<file path="src/rtl/qsfp_i2c_target.sv">
// QSFP management-interface I2C target at 7-bit address DEV_ADDR.
// Conditions the raw SCL/SDA pins, detects START/STOP, and runs a byte-level
// protocol engine that backs the module memory map with an external byte RAM.
// Byte 127 doubles as the upper-page select register.
module qsfp_i2c_target #(
  parameter logic [6:0] DEV_ADDR   = 7'h50,
  parameter int         FILTER_LEN = 3
) (
  input  logic        clk,
  input  logic        reset_n,
  input  logic        scl_i,
  input  logic        sda_i,
  output logic        sda_oe,
  output logic [15:0] mem_addr,
  output logic        mem_rden,
  input  logic [7:0]  mem_rdata,
  output logic        mem_wren,
  output logic [7:0]  mem_wdata,
  output logic [7:0]  page_sel,
  output logic        busy
);

  localparam logic [2:0] S_IDLE     = 3'd0;
  localparam logic [2:0] S_ADDR     = 3'd1;
  localparam logic [2:0] S_ADDR_ACK = 3'd2;
  localparam logic [2:0] S_WR_BYTE  = 3'd3;
  localparam logic [2:0] S_WR_ACK   = 3'd4;
  localparam logic [2:0] S_RD_BYTE  = 3'd5;
  localparam logic [2:0] S_RD_ACK   = 3'd6;
  localparam logic [2:0] S_IGNORE   = 3'd7;

  localparam logic [3:0] FILT_LAST = 4'(FILTER_LEN - 1);

  // Pin conditioning state: synchronizers, stability filters, previous values.
  logic [1:0] scl_sync_q, scl_sync_d, sda_sync_q, sda_sync_d;
  logic [3:0] scl_cnt_q, scl_cnt_d, sda_cnt_q, sda_cnt_d;
  logic       scl_f_q, scl_f_d, sda_f_q, sda_f_d;
  logic       scl_p_q, scl_p_d, sda_p_q, sda_p_d;

  // Protocol state.
  logic [2:0]  state_q, state_d;
  logic [2:0]  bit_cnt_q, bit_cnt_d;
  logic [7:0]  shift_q, shift_d;
  logic        first_byte_q, first_byte_d;
  logic [7:0]  ptr_q, ptr_d;
  logic [7:0]  page_sel_q, page_sel_d;
  logic        sda_oe_q, sda_oe_d;
  logic        busy_q, busy_d;
  logic [15:0] mem_addr_q, mem_addr_d;
  logic        mem_rden_q, mem_rden_d;
  logic        mem_wren_q, mem_wren_d;
  logic [7:0]  mem_wdata_q, mem_wdata_d;
  logic        rd_load_q, rd_load_d;

  logic       scl_rise, scl_fall, start_det, stop_det;
  logic [7:0] rx_byte;

  // Synchronize both pins, then only follow a pin after FILTER_LEN agreeing samples.
  always_comb begin
    // NOTE: every combinational output gets a default first so no path can infer a latch.
    scl_sync_d = {scl_sync_q[0], scl_i};
    sda_sync_d = {sda_sync_q[0], sda_i};
    scl_f_d    = scl_f_q;
    sda_f_d    = sda_f_q;
    scl_cnt_d  = 4'd0;
    sda_cnt_d  = 4'd0;
    scl_p_d    = scl_f_q;
    sda_p_d    = sda_f_q;
    if (scl_sync_q[1] != scl_f_q) begin
      if (scl_cnt_q == FILT_LAST) scl_f_d = scl_sync_q[1];
      else                        scl_cnt_d = scl_cnt_q + 4'd1;
    end
    if (sda_sync_q[1] != sda_f_q) begin
      if (sda_cnt_q == FILT_LAST) sda_f_d = sda_sync_q[1];
      else                        sda_cnt_d = sda_cnt_q + 4'd1;
    end
  end

  assign scl_rise  = scl_f_q & ~scl_p_q;
  assign scl_fall  = ~scl_f_q & scl_p_q;
  assign start_det = scl_f_q & scl_p_q & sda_p_q & ~sda_f_q;
  assign stop_det  = scl_f_q & scl_p_q & ~sda_p_q & sda_f_q;
  assign rx_byte   = {shift_q[6:0], sda_f_q};

  // Protocol engine: bits sampled on SCL rise, SDA drive changed on SCL fall.
  always_comb begin
    state_d      = state_q;
    bit_cnt_d    = bit_cnt_q;
    shift_d      = shift_q;
    first_byte_d = first_byte_q;
    ptr_d        = ptr_q;
    page_sel_d   = page_sel_q;
    sda_oe_d     = sda_oe_q;
    busy_d       = busy_q;
    mem_addr_d   = mem_addr_q;
    mem_rden_d   = 1'b0;
    mem_wren_d   = 1'b0;
    mem_wdata_d  = mem_wdata_q;
    rd_load_d    = mem_rden_q;

    // Read data arrives the cycle after the strobe; it becomes the next TX byte.
    if (rd_load_q) shift_d = mem_rdata;

    if (start_det) begin
      state_d   = S_ADDR;
      busy_d    = 1'b1;
      sda_oe_d  = 1'b0;
      bit_cnt_d = 3'd0;
    end else if (stop_det) begin
      state_d  = S_IDLE;
      busy_d   = 1'b0;
      sda_oe_d = 1'b0;
    end else begin
      case (state_q)
        S_ADDR: if (scl_rise) begin
          shift_d = rx_byte;
          if (bit_cnt_q == 3'd7) begin
            bit_cnt_d = 3'd0;
            state_d   = (rx_byte[7:1] == DEV_ADDR) ? S_ADDR_ACK : S_IGNORE;
          end else bit_cnt_d = bit_cnt_q + 3'd1;
        end
        S_ADDR_ACK: begin
          if (scl_fall) sda_oe_d = 1'b1;
          if (scl_rise) begin
            bit_cnt_d = 3'd0;
            if (shift_q[0]) begin
              mem_rden_d = 1'b1;
              state_d    = S_RD_BYTE;
            end else begin
              first_byte_d = 1'b1;
              state_d      = S_WR_BYTE;
            end
          end
        end
        S_WR_BYTE: begin
          if (scl_fall) sda_oe_d = 1'b0;
          if (scl_rise) begin
            shift_d = rx_byte;
            if (bit_cnt_q == 3'd7) begin
              bit_cnt_d = 3'd0;
              state_d   = S_WR_ACK;
              if (first_byte_q) begin
                ptr_d        = rx_byte;
                first_byte_d = 1'b0;
              end else begin
                mem_wren_d  = 1'b1;
                mem_addr_d  = {(ptr_q[7] ? page_sel_q : 8'h00), ptr_q};
                mem_wdata_d = rx_byte;
                if (ptr_q == 8'd127) page_sel_d = rx_byte;
                ptr_d = ptr_q + 8'd1;
              end
            end else bit_cnt_d = bit_cnt_q + 3'd1;
          end
        end
        S_WR_ACK: begin
          if (scl_fall) sda_oe_d = 1'b1;
          if (scl_rise) state_d = S_WR_BYTE;
        end
        S_RD_BYTE: begin
          if (scl_fall) begin
            sda_oe_d = ~shift_q[7];
            shift_d  = {shift_q[6:0], 1'b0};
          end
          if (scl_rise) begin
            if (bit_cnt_q == 3'd7) begin
              bit_cnt_d = 3'd0;
              state_d   = S_RD_ACK;
            end else bit_cnt_d = bit_cnt_q + 3'd1;
          end
        end
        S_RD_ACK: begin
          if (scl_fall) sda_oe_d = 1'b0;
          if (scl_rise) begin
            if (!sda_f_q) begin
              ptr_d      = ptr_q + 8'd1;
              mem_rden_d = 1'b1;
              state_d    = S_RD_BYTE;
            end else state_d = S_IGNORE;
          end
        end
        default: if (scl_fall) sda_oe_d = 1'b0;
      endcase
    end

    // A read strobe always addresses the pointer value it leaves behind.
    if (mem_rden_d) mem_addr_d = {(ptr_d[7] ? page_sel_q : 8'h00), ptr_d};
  end

  // Pin conditioning registers; an idle bus is high on both lines.
  always_ff @(posedge clk or negedge reset_n) begin
    if (!reset_n) begin
      scl_sync_q <= 2'b11;
      sda_sync_q <= 2'b11;
      scl_cnt_q  <= 4'd0;
      sda_cnt_q  <= 4'd0;
      scl_f_q    <= 1'b1;
      sda_f_q    <= 1'b1;
      scl_p_q    <= 1'b1;
      sda_p_q    <= 1'b1;
    end else begin
      // NOTE: state registers use non-blocking assignment so every flop samples pre-edge values.
      scl_sync_q <= scl_sync_d;
      sda_sync_q <= sda_sync_d;
      scl_cnt_q  <= scl_cnt_d;
      sda_cnt_q  <= sda_cnt_d;
      scl_f_q    <= scl_f_d;
      sda_f_q    <= sda_f_d;
      scl_p_q    <= scl_p_d;
      sda_p_q    <= sda_p_d;
    end
  end

  // Protocol registers; reset releases SDA and cancels any pending strobe at once.
  always_ff @(posedge clk or negedge reset_n) begin
    if (!reset_n) begin
      state_q      <= S_IDLE;
      bit_cnt_q    <= 3'd0;
      shift_q      <= 8'h00;
      first_byte_q <= 1'b0;
      ptr_q        <= 8'h00;
      page_sel_q   <= 8'h00;
      sda_oe_q     <= 1'b0;
      busy_q       <= 1'b0;
      mem_addr_q   <= 16'h0000;
      mem_rden_q   <= 1'b0;
      mem_wren_q   <= 1'b0;
      mem_wdata_q  <= 8'h00;
      rd_load_q    <= 1'b0;
    end else begin
      state_q      <= state_d;
      bit_cnt_q    <= bit_cnt_d;
      shift_q      <= shift_d;
      first_byte_q <= first_byte_d;
      ptr_q        <= ptr_d;
      page_sel_q   <= page_sel_d;
      sda_oe_q     <= sda_oe_d;
      busy_q       <= busy_d;
      mem_addr_q   <= mem_addr_d;
      mem_rden_q   <= mem_rden_d;
      mem_wren_q   <= mem_wren_d;
      mem_wdata_q  <= mem_wdata_d;
      rd_load_q    <= rd_load_d;
    end
  end

  assign sda_oe    = sda_oe_q;
  assign mem_addr  = mem_addr_q;
  assign mem_rden  = mem_rden_q;
  assign mem_wren  = mem_wren_q;
  assign mem_wdata = mem_wdata_q;
  assign page_sel  = page_sel_q;
  assign busy      = busy_q;

endmodule
</file>
<file path="config.mk">
export PLATFORM = sky130hd
export DESIGN_NAME = qsfp_i2c_target
export DESIGN_NICKNAME = d
export VERILOG_FILES = /design/src/rtl/qsfp_i2c_target.sv
export SDC_FILE = /design/constraint.sdc
export NUM_CORES = 1
export LEC_CHECK = 0
export CORE_ASPECT_RATIO = 1.5
export CORE_MARGIN = 2
export CORE_UTILIZATION = 55
export DETAILED_ROUTE_END_ITERATION = 8
export GPL_ROUTABILITY_DRIVEN = 1
export PLACE_DENSITY = 0.76
export SYNTH_ARGS = -nofsm -noshare
export SYNTH_HDL_FRONTEND = slang
export SYNTH_SLANG_ARGS = --single-unit
export TNS_END_PERCENT = 10
</file>
<file path="constraint.sdc">
create_clock -name clk -period 2.8 [get_ports clk]
set_clock_uncertainty 0.1 [all_clocks]
set_input_delay 0.28 -clock clk [delete_from_list [all_inputs] [get_ports clk]]
set_output_delay 0.28 -clock clk [all_outputs]
set_load 0.05 [all_outputs]
</file>
==> results.sh <==
export IMPL_p_per_area_nw_per_um2=754.8
export IMPL_max_stage_delay_ns=0.38
export IMPL_grt_overflow_total=0
export IMPL_dr_total_vias=2602
export IMPL_hold_depth=1
export IMPL_start_util=0.5696
export IMPL_cts_tree="built"
export IMPL_arrival_ns=2.52
export IMPL_core_area_sq_um=6486
export IMPL_peakVddDrop_mv=0.6195
export IMPL_startpoint="bit_cnt_q[0]$_DFFE_PN0P_"
export IMPL_htree_levels=3
export IMPL_grt_max_degree=77
export IMPL_rsz0062_at_grt="false"
export IMPL_syn_area_per_cell_sq_um=11.30
export IMPL_drive_above_1_share=0.1676
export IMPL_status="complete, no violations"
export IMPL_die_y_um=104.4
export IMPL_reg2reg_depth=7
export IMPL_clock_fmax_ghz=0.4201
export IMPL_multi_input_area_sq_um=1649
export IMPL_post_route_drc_count=0
export IMPL_path_max_fanout=17
export IMPL_hold_violations=0
export IMPL_fin_tns_setup_ns=0
export IMPL_nFillCells=517
export IMPL_slowest_stage="dfrtp_1"
export IMPL_first_global_vias=2573
export IMPL_relSlewSlack=0.3771
export IMPL_path_buf_inv=0
export IMPL_clock_root_buffer="clkbuf_8"
export IMPL_async_flop_share=1.000
export IMPL_path_clk_slew_ns=0.07
export IMPL_routed_wl_um=7599
export IMPL_hpwl_um=5432
export IMPL_grtUsageTotal=0.2303
export IMPL_ys_seq_elements=76
export IMPL_wire_per_inst_um=16.81
export IMPL_fin_crit_ns=2.380
export IMPL_die_area_sq_um=7403
export IMPL_gp_congestion=0.9039
export IMPL_netlist_area_sq_um=3695
export IMPL_syn_nets=346
export IMPL_fin_nets=390
export IMPL_yosys_warnings=0
export IMPL_seq_area_sq_um=1912
export IMPL_syn_inst=327
export IMPL_viasPerCell=5.757
export IMPL_cts_sinks=76
export IMPL_synth_cell_types=63
export IMPL_min_from="sda_i"
export IMPL_drtIter0Drc=200
export IMPL_drv_cap=0
export IMPL_synth_edff_count=0
export IMPL_insertion_delay_ns=0.36
export IMPL_syn2layout_area_growth_pct=18.46
export IMPL_r2r_start="bit_cnt_q[0]$_DFFE_PN0P_"
export IMPL_grt_pass1_wl_um=13300
export IMPL_firstDrtPassIters=4
export IMPL_worstSetupPathType="reg2reg"
export IMPL_die_width_um=70.92
export IMPL_clockBufferDepth=2
export IMPL_post_route_period_util=0.8502
export IMPL_p_leak_uw=0.001928
export IMPL_rows=36
export IMPL_start_kind="flip-flop"
export IMPL_synth_main_ff_cell="dfrtp_1"
export IMPL_final_max_slew_violation_count=0
export IMPL_path_delay_family="simple AND/OR/NAND/NOR gates"
export IMPL_layout_common_cells="68 x dfrtp_1, 46 x clkdlybuf4s50_1, 24 x nand2_1"
export IMPL_numCtsBuffers=9
export IMPL_crit_cells=7
export IMPL_critPathRequiredTime_ns=2.94
export IMPL_power_uw=3304
export IMPL_endpoint_kind="flip-flop"
export IMPL_hold_class="in2reg"
export IMPL_n_antenna_cell=0
export IMPL_boundaryPins=48
export IMPL_ant_nets=0
export IMPL_worst_pin_slew_ns=0.9343
export IMPL_grt_antenna_before_repair=0
export IMPL_final_common_cell="dfrtp_1"
export IMPL_crit_chain="ha_1, ha_1, and3b_2, nand2_4, nor2_8, mux2_2, mux2_2"
export IMPL_port_buffers=47
export IMPL_seq_area_frac_synth=0.5174
export IMPL_setup_viol=0
[metrics by stage]
| step | utilization | area, sq um | instances | worst slack (ns) | hold WS [ns] |
|---|---|---|---|---|---|
| 2_1_floorplan | - | 3695 | 327 | 0.7628 | -0.1156 |
| 3_3_place_gp | 0.6422 | 4165 | 435 | 0.5184 | 0.2500 |
| 3_5_place_dp | 0.6422 | 4165 | 435 | 0.4156 | 0.2475 |
| 4_1_cts | 0.6748 | 4377 | 452 | 0.4013 | 0.2131 |
| 5_1_grt | 0.6748 | 4377 | 452 | 0.2721 | 0.2133 |
| 6_report | 0.6748 | 4377 | 452 | 0.4195 | 0.2276 |
[area by class of cell]
| cell class | instances | area share |
|---|---|---|
| well taps | 76 | 0.02173 |
| multi-input cells | 227 | 0.3768 |
| inverters | 7 | 0.006003 |
| flip-flops and latches | 76 | 0.4368 |
| repair buffers | 50 | 0.1126 |
| clock inverters | 6 | 0.01458 |
| clock buffers | 10 | 0.03145 |
[Yosys cell counts (all sizes together) (4+ instances only)]
cell,n,area share
a21oi,8,0.011
a22o,14,0.033
buf,13,0.025
clkbuf,4,0.0041
dfrtp,68,0.46
dfstp,8,0.057
ha,7,0.024
inv,7,0.0071
mux2,21,0.064
mux2i,14,0.038
nand2,26,0.029
nand2b,6,0.010
nand3,19,0.030
nor2,26,0.032
nor3,4,0.0054
o21ai,21,0.029
o221ai,4,0.014
xnor2,4,0.0095
xor2,4,0.0095
[state kept, by name, indices dropped and copies added, names as in the netlist]
register	cells
mem_rden	1
first_byte_q	1
ptr_q	8
shift_q	8
busy	1
state_q	3
rd_load_q	1
page_sel	8
scl_f_q	1
bit_cnt_q	3
scl_cnt_q	4
mem_wren	1
mem_addr	16
mem_wdata	8
sda_f_q	1
sda_oe	1
sda_cnt_q	4
sda_sync_q	2
sda_p_q	1
scl_sync_q	2
scl_p_q	1
[worst paths after layout]
kind | to | slack (ns)
max reg2reg | mem_addr[1]$_DFFE_PN0P_ | 0.42
max | mem_addr[1]$_DFFE_PN0P_ | 0.42
max in group asynchronous | mem_wren$_DFF_PN0_ | 1.48
min in group asynchronous | sda_cnt_q[1]$_DFF_PN0_ | 0.48
min reg2reg | sda_sync_q[1]$_DFF_PN1_ | 0.26
min | sda_sync_q[0]$_DFF_PN1_ | 0.23
[worst reg2reg max path: stages, from the launching register on]
cell and delay, ns:
dfrtp_1 0.38, ha_1 0.16, ha_1 0.29, and3b_2 0.31, nand2_4 0.10, nor2_8 0.30, mux2_2 0.37, mux2_2 0.26
[cell families after synthesis]
family | share of synthesized area
buf+inv | 0.03623
compound gates | 0.1453
fa+ha+maj | 0.02370
xor+xnor | 0.01896
simple gates | 0.1565
flops | 0.5174
mux | 0.1019
[repair_timing]
action / in CTS / in global routing
endpoints found under the hold margin: 53 / 0
setup endpoints to repair: 0 / 0
gates resized for setup: 0 / 0
buffers inserted: 0 / 0
hold buffers: 1 / 0
[per-layer routing]
metal / routed length, um / share of wire / GRT usage / up-vias
li1: - / - / - / 1268
met4: 104 / 0.014 / 0.08491 / 0
met3: 204 / 0.027 / 0.05233 / 8
met2: 4092 / 0.54 / 0.3745 / 48
met1: 3198 / 0.42 / 0.2992 / 1278
met5: 0 / 0 / 0 / -
[power breakdown]
| part | internal [uW] | leakage, uW | switching [uW] |
|---|---|---|---|
| clock | 433 | 0.0000983 | 398 |
| combinational | 374 | 0.000826 | 500 |
| sequential | 1300 | 0.00100 | 299 |
Note: power is estimated with default switching activity, not from simulation.
